===== src/rtl/frogger_pkg.sv =====
// frogger_pkg: HID usage codes, PS/2 scancodes, frame-state enum and scancode-to-HID lookup.
package frogger_pkg;
    localparam logic [15:0] KEY_UP    = 16'h0052;
    localparam logic [15:0] KEY_DOWN  = 16'h0051;
    localparam logic [15:0] KEY_LEFT  = 16'h0050;
    localparam logic [15:0] KEY_RIGHT = 16'h004F;
    localparam logic [7:0] SC_EXT   = 8'hE0;
    localparam logic [7:0] SC_BRK   = 8'hF0;
    localparam logic [7:0] SC_UP    = 8'h75;
    localparam logic [7:0] SC_DOWN  = 8'h72;
    localparam logic [7:0] SC_LEFT  = 8'h6B;
    localparam logic [7:0] SC_RIGHT = 8'h74;
    typedef enum logic [1:0] {IDLE, DATA, PARITY, STOP} frame_state_e;
    function automatic logic [15:0] scan_to_hid(input logic [7:0] sc);
        return sc == SC_UP    ? KEY_UP    :
               sc == SC_DOWN  ? KEY_DOWN  :
               sc == SC_LEFT  ? KEY_LEFT  :
               sc == SC_RIGHT ? KEY_RIGHT : 16'h0000;
    endfunction
endpackage


===== src/rtl/ps2_frame_rx.sv =====
// ps2_frame_rx: PS/2 line synchronizers, clock glitch filter, frame FSM and inactivity timeout.
// Odd-parity enforcement is enabled by defining PS2_PARITY_CHECK_EN.
module ps2_frame_rx
    import frogger_pkg::*;
#(
    parameter int FILTER_LEN     = 8,
    parameter int TIMEOUT_CYCLES = 50000
) (
    input  logic       clk,
    input  logic       rst,
    input  logic       ps2_clk_i,
    input  logic       ps2_dat_i,
    output logic [7:0] byte_o,
    output logic       byte_valid_o,
    output logic       frame_err_o
);
    localparam int FW = $clog2(FILTER_LEN + 1);
    localparam int TW = $clog2(TIMEOUT_CYCLES + 1);
    localparam logic [FW-1:0] F_LAST = FW'(FILTER_LEN - 1);
    localparam logic [TW-1:0] T_LAST = TW'(TIMEOUT_CYCLES - 1);
    logic [1:0] clk_sync_q, dat_sync_q;
    logic filt_q;
    logic [FW-1:0] filt_cnt_q;
    frame_state_e state_q, state_d;
    logic [2:0] bit_cnt_q, bit_cnt_d;
    logic [7:0] shift_q, shift_d;
    logic par_q, par_d;
    logic [TW-1:0] to_cnt_q, to_cnt_d;
    logic byte_valid_d, frame_err_d;
    logic ps2_c, ps2_d, flip, fall, timeout;
    assign ps2_c   = clk_sync_q[1];
    assign ps2_d   = dat_sync_q[1];
    // The filter counts a run of samples differing from the current level; the run's last sample flips it.
    assign flip    = (ps2_c != filt_q) && (filt_cnt_q == F_LAST);
    assign fall    = flip && filt_q;
    assign timeout = (state_q != IDLE) && !fall && (to_cnt_q == T_LAST);
    assign byte_o  = shift_q;
    always_ff @(posedge clk) begin
        if (rst) begin
            clk_sync_q <= 2'b11;
            dat_sync_q <= 2'b11;
            filt_q     <= 1'b1;
            filt_cnt_q <= '0;
        end else begin
            clk_sync_q <= {clk_sync_q[0], ps2_clk_i};
            dat_sync_q <= {dat_sync_q[0], ps2_dat_i};
            filt_q     <= flip ? ps2_c : filt_q;
            filt_cnt_q <= (ps2_c == filt_q || flip) ? '0 : filt_cnt_q + 1'b1;
        end
    end
    always_ff @(posedge clk) begin
        if (rst) begin
            state_q      <= IDLE;
            bit_cnt_q    <= '0;
            shift_q      <= '0;
            par_q        <= 1'b0;
            to_cnt_q     <= '0;
            byte_valid_o <= 1'b0;
            frame_err_o  <= 1'b0;
        end else begin
            state_q      <= state_d;
            bit_cnt_q    <= bit_cnt_d;
            shift_q      <= shift_d;
            par_q        <= par_d;
            to_cnt_q     <= to_cnt_d;
            byte_valid_o <= byte_valid_d;
            frame_err_o  <= frame_err_d;
        end
    end
    always_comb begin
        state_d      = state_q;
        bit_cnt_d    = bit_cnt_q;
        shift_d      = shift_q;
        par_d        = par_q;
        byte_valid_d = 1'b0;
        frame_err_d  = 1'b0;
        to_cnt_d     = (state_q == IDLE || fall) ? '0 : to_cnt_q + 1'b1;
        if (timeout) begin
            state_d     = IDLE;
            frame_err_d = 1'b1;
        end else if (fall) begin
            case (state_q)
                IDLE: begin
                    state_d     = ps2_d ? IDLE : DATA;
                    bit_cnt_d   = '0;
                    frame_err_d = ps2_d;
                end
                DATA: begin
                    shift_d   = {ps2_d, shift_q[7:1]};
                    bit_cnt_d = bit_cnt_q + 1'b1;
                    state_d   = (bit_cnt_q == 3'd7) ? PARITY : DATA;
                end
                PARITY: begin
                    par_d   = ps2_d;
                    state_d = STOP;
                end
                default: begin
                    state_d = IDLE;
`ifdef PS2_PARITY_CHECK_EN
                    frame_err_d = !ps2_d || !(^{shift_q, par_q});
`else
                    frame_err_d = !ps2_d;
`endif
                    byte_valid_d = !frame_err_d;
                end
            endcase
        end
    end
endmodule


===== src/rtl/ps2_keypad_rx.sv =====
// ps2_keypad_rx: PS/2 keyboard receiver reporting the held arrow key as a USB-HID usage code.
// Define PS2_PARITY_CHECK_EN to drop bytes that fail the odd-parity check.
module ps2_keypad_rx
    import frogger_pkg::*;
#(
    parameter int FILTER_LEN     = 8,
    parameter int TIMEOUT_CYCLES = 50000
) (
    input  logic        Clk,
    input  logic        Reset,
    input  logic        PS2_CLK,
    input  logic        PS2_DAT,
    output logic [15:0] keycode,
    output logic        key_valid,
    output logic        frame_err
);
    logic [7:0] rx_byte;
    logic byte_valid;
    logic ext_q, ext_d, brk_q, brk_d, key_valid_q, key_valid_d;
    logic [15:0] keycode_q, keycode_d, code;
    ps2_frame_rx #(
        .FILTER_LEN    (FILTER_LEN),
        .TIMEOUT_CYCLES(TIMEOUT_CYCLES)
    ) u_frame (
        .clk         (Clk),
        .rst         (Reset),
        .ps2_clk_i   (PS2_CLK),
        .ps2_dat_i   (PS2_DAT),
        .byte_o      (rx_byte),
        .byte_valid_o(byte_valid),
        .frame_err_o (frame_err)
    );
    assign code      = scan_to_hid(rx_byte);
    assign keycode   = keycode_q;
    assign key_valid = key_valid_q;
    always_ff @(posedge Clk) begin
        if (Reset) begin
            ext_q       <= 1'b0;
            brk_q       <= 1'b0;
            keycode_q   <= '0;
            key_valid_q <= 1'b0;
        end else begin
            ext_q       <= ext_d;
            brk_q       <= brk_d;
            keycode_q   <= keycode_d;
            key_valid_q <= key_valid_d;
        end
    end
    always_comb begin
        ext_d       = ext_q;
        brk_d       = brk_q;
        keycode_d   = keycode_q;
        key_valid_d = 1'b0;
        if (byte_valid) begin
            if (rx_byte == SC_EXT) begin
                ext_d = 1'b1;
            end else if (rx_byte == SC_BRK) begin
                brk_d = 1'b1;
            end else begin
                ext_d = 1'b0;
                brk_d = 1'b0;
                // Only extended arrow codes matter; a repeated make or a foreign break is silent.
                if (ext_q && code != 16'h0000 && !brk_q && code != keycode_q) begin
                    keycode_d   = code;
                    key_valid_d = 1'b1;
                end else if (ext_q && code != 16'h0000 && brk_q && code == keycode_q) begin
                    keycode_d   = 16'h0000;
                    key_valid_d = 1'b1;
                end
            end
        end
    end
endmodule

===== config.mk =====
export PLATFORM = sky130hd
export DESIGN_NAME = ps2_keypad_rx
export DESIGN_NICKNAME = d
export VERILOG_FILES = /design/src/rtl/frogger_pkg.sv /design/src/rtl/ps2_frame_rx.sv /design/src/rtl/ps2_keypad_rx.sv
export SDC_FILE = /design/constraint.sdc
export NUM_CORES = 1
export LEC_CHECK = 0
export ABC_AREA = 0
export CAP_MARGIN = 20
export CORE_MARGIN = 2
export CORE_UTILIZATION = 43
export DETAILED_ROUTE_END_ITERATION = 7
export HOLD_SLACK_MARGIN = 0.12
export SLEW_MARGIN = 0
export SYNTH_ARGS = -nofsm -noshare
export SYNTH_HDL_FRONTEND = slang
export SYNTH_HIERARCHICAL = 1
export SYNTH_SLANG_ARGS = --single-unit

===== constraint.sdc =====
create_clock -name Clk -period 1.9 [get_ports Clk]
set_input_delay 0.285 -clock Clk [delete_from_list [all_inputs] [get_ports Clk]]
set_output_delay 0.285 -clock Clk [all_outputs]
set_load 0.01 [all_outputs]

==> results.py, run 1 <==
metrics = {
    "cts": {
        "clk_pin_slew_worst_paths_ps": 80,
        "numCtsBuffers": 5,
        "cts-htree-levels": 2,
        "clk_path_buf_depth": 2,
        "hold_buffers": 0,
        "cts_sinks": 48,
        "cts_tree": "built",
        "cts_root_buffer": "clkbuf_8",
        "clk_latency_ps": 300,
    },
    "worst_setup_path": {
        "r2r_slack_ps": -120,
        "rr_endpoint": "keycode[3]$_SDFFE_PP0P_",
        "crit_arrival_ps": 2230,
        "start_kind": "flip-flop",
        "rr_worst_depth": 8,
        "worstPathRequired_ps": 2100,
        "cp-end-kind": "flip-flop",
        "crit_fanout": 6,
        "path_class": "reg -> reg",
        "worstReg2RegStart": "u_frame/byte_o[2]$_SDFFE_PP0P_",
    },
    "layout": {
        "final_nets": 313,
        "diodes": 0,
        "drive_above_1_share": 0.248,
        "finalInstanceArea_um2": 2980,
        "area_growth_pct": 22.7,
    },
    "timing": {
        "clock_skew_ps": 8.55,
        "setup_violations": 6,
        "whs_ps": 412,
        "fin_ws_ps": -125,
        "period_needed_ps": 2020,
        "fin_crit_sh": 1.07,
        "fmax_ghz": 0.494,
        "slew_violations": 0,
        "hold_viol": 0,
        "rsz0062_at_grt": "true",
    },
    "routing": {
        "via_per_inst": 5.17,
        "avgRoutedWirePerCell_um": 12.4,
        "dr.pass1.iters": 4,
        "via_count": 1933,
        "wl_um": 4650,
        "drt_iter0_drc": 78,
        "ant_nets": 0,
        "drcViolationCount": 0,
    },
    "flow_run": {
        "drv_cap": 0,
    },
    "placement": {
        "portBuffers": 11,
        "dp.final_hpwl_um": 3290,
        "gp_congestion": 0.825,
        "place_area_um2": 2780,
    },
    "power": {
        "leakage_nw": 1.09,
        "p_per_area_nw_per_um2": 628,
        "irDropWorstVdd_mv": 0.303,
    },
    "logic_synthesis": {
        "ys_ff_latch": 48,
        "yosysUniqueCellTypes": 51,
        "netlist_area_um2": 2430,
        "syn_avg_cell_area_um2": 9.24,
        "synth_top_flop_cell": "dfxtp_1",
        "async_flop_share": 0,
        "ys_seq_area_frac": 0.395,
        "postSynthCellCount": 263,
        "ys_warn_count": 6,
        "synth_edf_count": 0,
    },
    "hold_path": {
        "worstHoldEndpoint": "u_frame/dat_sync_q[1]$_SDFF_PP1_",
        "min-delay-start": "u_frame/dat_sync_q[0]$_SDFF_PP1_",
        "hp-class": "reg -> reg",
        "worstHoldPathCells": 1,
    },
    "run_status": {
        "status": "finished with violations",
        "violations": "setup timing",
    },
    "floorplan": {
        "io_pins": 22,
        "die_area_um2": 6270,
        "die_w_um": 79.2,
        "core.rowCount": 27,
        "die_y_um": 79.2,
        "core_area_um2": 5470,
        "start_util": 0.444,
    },
    "global_route": {
        "grt_pass1_wl_um": 8400,
        "grt_max_degree": 17,
        "grtUsageTotal": 0.166,
        "grt_pass1_vias": 1848,
        "grt_antenna_before_repair": 0,
        "grt_overflow": 0,
    },
}
-- worst max-delay path by stage --
stage,start,endpoint
global placement,u_frame/byte_o[7]$_SDFFE_PP0P_,keycode[0]$_SDFFE_PP0P_
floorplan,u_frame/byte_o[1]$_SDFFE_PP0P_,keycode[0]$_SDFFE_PP0P_
CTS,u_frame/byte_o[1]$_SDFFE_PP0P_,keycode[6]$_SDFFE_PP0P_
detailed placement,u_frame/byte_o[0]$_SDFFE_PP0P_,keycode[3]$_SDFFE_PP0P_
global route,u_frame/byte_o[1]$_SDFFE_PP0P_,keycode[3]$_SDFFE_PP0P_
finish,u_frame/byte_o[2]$_SDFFE_PP0P_,keycode[3]$_SDFFE_PP0P_
-- through the flow --
stage	setup WS, ps	util	TNS (ps)	cells	power, mW
2_1_floorplan	-60.3	-	-181	272	1.16
3_3_place_gp	-95.5	0.507	-370	363	1.22
3_5_place_dp	-175	0.507	-653	363	1.22
4_1_cts	-132	0.537	-665	374	1.89
5_1_grt	-192	0.545	-995	374	1.95
6_report	-125	0.545	-461	374	1.87
-- timing repair --
action / 4_1_cts / 5_1_grt
buffers inserted: 3 / 0
gates resized for setup: 8 / 12
pin swaps: 9 / 4
setup endpoints to repair: 7 / 19
-- registers in the layout, summed over array words and instances, names as in the netlist --
| name | flops |
|---|---|
| brk_q | 1 |
| u_frame/filt_q | 1 |
| u_frame/byte_o | 8 |
| u_frame/bit_cnt_q | 3 |
| u_frame/state_q | 2 |
| u_frame/filt_cnt_q | 4 |
| u_frame/byte_valid_o | 1 |
| key_valid | 1 |
| u_frame/dat_sync_q | 2 |
| ext_q | 1 |
| u_frame/clk_sync_q | 2 |
| keycode | 5 |
| u_frame/frame_err_o | 1 |
| u_frame/to_cnt_q | 16 |
-- cell usage after synthesis (2+ instances only) --
cell type,number,area share
a211oi_1,3,0.0093
a21oi_1,5,0.010
a22oi_1,2,0.0062
and3_1,6,0.015
buf_4,11,0.034
clkbuf_1,6,0.0093
dfxtp_1,48,0.40
ha_1,8,0.041
inv_1,11,0.017
mux2i_1,9,0.037
nand2_1,13,0.020
nand3_1,11,0.023
nand3b_1,2,0.0062
nand4_1,6,0.015
nor2_1,37,0.057
nor2b_1,2,0.0051
nor3_1,8,0.016
nor4_1,5,0.013
nor4b_1,3,0.011
o211ai_1,3,0.0093
o21ai_0,2,0.0041
o22ai_1,3,0.0077
o311ai_2,4,0.027
or2_2,6,0.015
or3_1,3,0.0077
or4b_1,2,0.0082
or4bb_1,2,0.0093
xnor2_1,15,0.054
xor2_1,5,0.018
-- cells by family (layout without fill, tap and decap cells) --
| kind of cell | Yosys count | in the layout | synth area share |
|---|---|---|---|
| xor gates and xnor gates | 20 | 20 | 0.0721 |
| other | 1 | 10 | 0.00154 |
| adders and majority gates | 8 | 8 | 0.0412 |
| DFF | 48 | 48 | 0.395 |
| buffers and inverters | 29 | 59 | 0.0623 |
| and+or+nand+nor | 116 | 116 | 0.263 |
| AOI/OAI and AO/OA | 31 | 31 | 0.123 |
| muxes | 10 | 10 | 0.0417 |
-- layout by cell type (no fill, tap or decap), drive strengths merged, types with 2 or more instances in the layout --
cell type and count:
o22ai 3, o21ai 3, buf 29, or2 7
o211ai 4, dfxtp 48, or4b 2, nand3b 2
a22oi 2, xnor2 15, or3 3, ha 8
nor3 9, o311ai 4, nor4b 3, nor2 37
a211oi 3, a21oi 5, inv 11, conb 10
clkdlybuf4s50 11, clkbuf 7, mux2i 9, xor2 5
nand4 6, and3 6, or4bb 2, nand3 11
nand2 13, or3b 2, nor2b 2, nor4 5
-- power breakdown --
| group | switching (mW) | internal (mW) | total (mW) | leakage, nW |
|---|---|---|---|---|
| clock network | 0.332 | 0.338 | 0.670 | 0.0534 |
| registers | 0.0158 | 1.02 | 1.03 | 0.391 |
| logic | 0.0849 | 0.0864 | 0.171 | 0.645 |
| total | 0.433 | 1.44 | 1.87 | 1.09 |
-- layout make-up --
cell class                      count  area [um2]
Tap cell                           72        90.1
Inverter                           11        41.3
Multi-Input combinational cell    195        1430
Clock inverter                      1        5.00
Sequential cell                    48         970
Timing Repair Buffer               40         344
Clock buffer                        7        97.6
Fill cell                         513        2490
-- critical path: stages (launching register included) --
cell and delay [ps]:
dfxtp_2 340, buf_4 150, nand3b_1 130, a2111oi_4 100, buf_4 150, or2_4 230, o31a_4 310, or2_4 280
o311ai_2 240
-- layer usage --
layer | vias to the layer above | track usage | wire [um]
met5 | - | 0 | 0
met2 | 44 | 0.275 | 2020
li1 | 985 | - | -
met1 | 896 | 0.216 | 2380
met3 | 8 | 0.0273 | 173
met4 | 0 | 0.0621 | 80
No activity file was read; power rests on OpenSTA's default activity.
==> inputs of run 2 (changes only) <==
GPL_TIMING_DRIVEN = 1   (was not set)
==> results of run 2 <==
Same layout as run 1: the final DEF is identical, and so are final timing and power.
==> inputs of run 3 (changes only) <==
TNS_END_PERCENT = 20   (was not set)
==> results.py, run 3 (synthesized netlist as in run 1, its figures left out) <==
metrics = {
    "run_status": {
        "status": "finished with violations",
        "violations": "setup timing",
    },
    "placement": {
        "portBuffers": 11,
        "gp_congestion": 0.825,
        "dp_cells": 363,
        "dpl_worst_slack_ps": -175,
        "dp.final_hpwl_um": 3290,
    },
    "floorplan": {
        "start_util": 0.444,
        "die_y_um": 79.2,
        "die_area_um2": 6270,
        "core_area_um2": 5470,
        "core.rowCount": 27,
        "io_pins": 22,
        "die_w_um": 79.2,
    },
    "layout": {
        "mostFrequentLayoutCells": "dfxtp_1 (43), nor2_1 (37), buf_4 (28), xnor2_1 (15), nand2_1 (12)",
        "fin_util": 0.541,
        "drive_above_1_share": 0.235,
        "filler_cell_count": 516,
        "final_common_cell": "dfxtp_1",
        "largest_register": "u_frame/to_cnt_q",
        "final_nets": 313,
        "largest_reg_flops": 16,
        "layout.cells.non_filler": 374,
        "area_growth_pct": 21.9,
        "regArea_um2": 970,
        "diodes": 0,
        "multi_input_area_um2": 1420,
    },
    "hold_path": {
        "hp-class": "reg -> reg",
    },
    "global_route": {
        "grt_max_degree": 17,
        "grt_pass1_wl_um": 8380,
        "grt_overflow": 0,
        "grt_pass1_vias": 1850,
        "grtUsageTotal": 0.165,
        "grt_antenna_before_repair": 0,
    },
    "routing": {
        "via_count": 1906,
        "wl_um": 4650,
        "drt_iter0_drc": 36,
        "ant_nets": 0,
        "via_per_inst": 5.10,
        "avgRoutedWirePerCell_um": 12.4,
        "drcViolationCount": 0,
        "dr.pass1.iters": 6,
    },
    "cts": {
        "cts_tree": "built",
        "numCtsBuffers": 5,
        "clk_pin_slew_worst_paths_ps": 90,
        "clk_path_buf_depth": 2,
        "clk_latency_ps": 300,
        "hold_buffers": 0,
        "cts_root_buffer": "clkbuf_8",
        "cts_sinks": 48,
        "cts-htree-levels": 2,
    },
    "worst_setup_path": {
        "path_buf_inv": 2,
        "cp-end-kind": "flip-flop",
        "crit_path_max_incr_delay_ps": 340,
        "worstPathRequired_ps": 2100,
        "crit_arrival_ps": 2200,
        "critPathTopFamily": "compound AO/OA/AOI/OAI gates",
        "slowest_stage": "dfxtp_2",
        "start_kind": "flip-flop",
        "path_class": "reg -> reg",
        "crit_fanout": 6,
        "path_cells": "buf_4 > nand3b_1 > a2111oi_4 > buf_4 > or2_4 > o31a_4 > or2_4 > o311ai_2",
    },
    "timing": {
        "fin_ws_ps": -102,
        "fin_crit_sh": 1.05,
        "fin_setup_tns_ps": -388,
        "fmax_ghz": 0.500,
        "setup_violations": 5,
        "clock_skew_ps": 6.66,
        "slew_violations": 0,
        "rsz0062_at_grt": "true",
        "hold_viol": 0,
        "period_needed_ps": 2000,
    },
    "power": {
        "irDropWorstVdd_mv": 0.300,
        "p_per_area_nw_per_um2": 632,
        "leakage_nw": 1.09,
        "finalPower_mw": 1.87,
    },
    "flow_run": {
        "drv_cap": 0,
    },
}
## run 3: path summary, 6_finish.rpt
| kind | startpoint | endpoint | slack, ps | depth (start not counted) |
|---|---|---|---|---|
| min reg2reg | u_frame/dat_sync_q[0]$_SDFF_PP1_ | u_frame/dat_sync_q[1]$_SDFF_PP1_ | 410 | 1 |
| max reg2reg | u_frame/byte_o[2]$_SDFFE_PP0P_ | keycode[3]$_SDFFE_PP0P_ | -100 | 8 |
| min | u_frame/dat_sync_q[0]$_SDFF_PP1_ | u_frame/dat_sync_q[1]$_SDFF_PP1_ | 410 | 1 |
| max | u_frame/byte_o[2]$_SDFFE_PP0P_ | keycode[3]$_SDFFE_PP0P_ | -100 | 8 |
## run 3: per-stage QoR
stage,instance area [um2],hold WS (ps)
floorplan,2480,389
global placement,2780,395
detailed placement,2780,397
CTS,2940,416
global route,2960,452
finish,2960,414
## run 3: final cells by class
| class | instances | share of cell area |
|---|---|---|
| repair buffers | 40 | 0.115 |
| inverters | 11 | 0.0139 |
| multi-input cells | 195 | 0.479 |
| flip-flops and latches | 48 | 0.327 |
| clock inverters | 1 | 0.00169 |
| clock buffers | 7 | 0.0329 |
| well taps | 72 | 0.0304 |
## run 3: report_power, final
group | switching (mW) | leakage (nW) | internal (mW)
registers | 0.0159 | 0.391 | 1.02
clock network | 0.333 | 0.0534 | 0.338
logic | 0.0849 | 0.644 | 0.0869
## run 3: per-layer routing
layer	routed length (um)	global-route usage
met1	2430	0.215
met2	2030	0.275
met3	117	0.0273
met4	75	0.0621
met5	0	0
## run 3: repair_timing
item                                    in CTS  in global routing
pin swaps                                    9                  5
endpoints found under the setup margin       7                 19
hold endpoints to repair                     0                  0
gates resized for setup                      7                  8
setup buffers                                3                  0
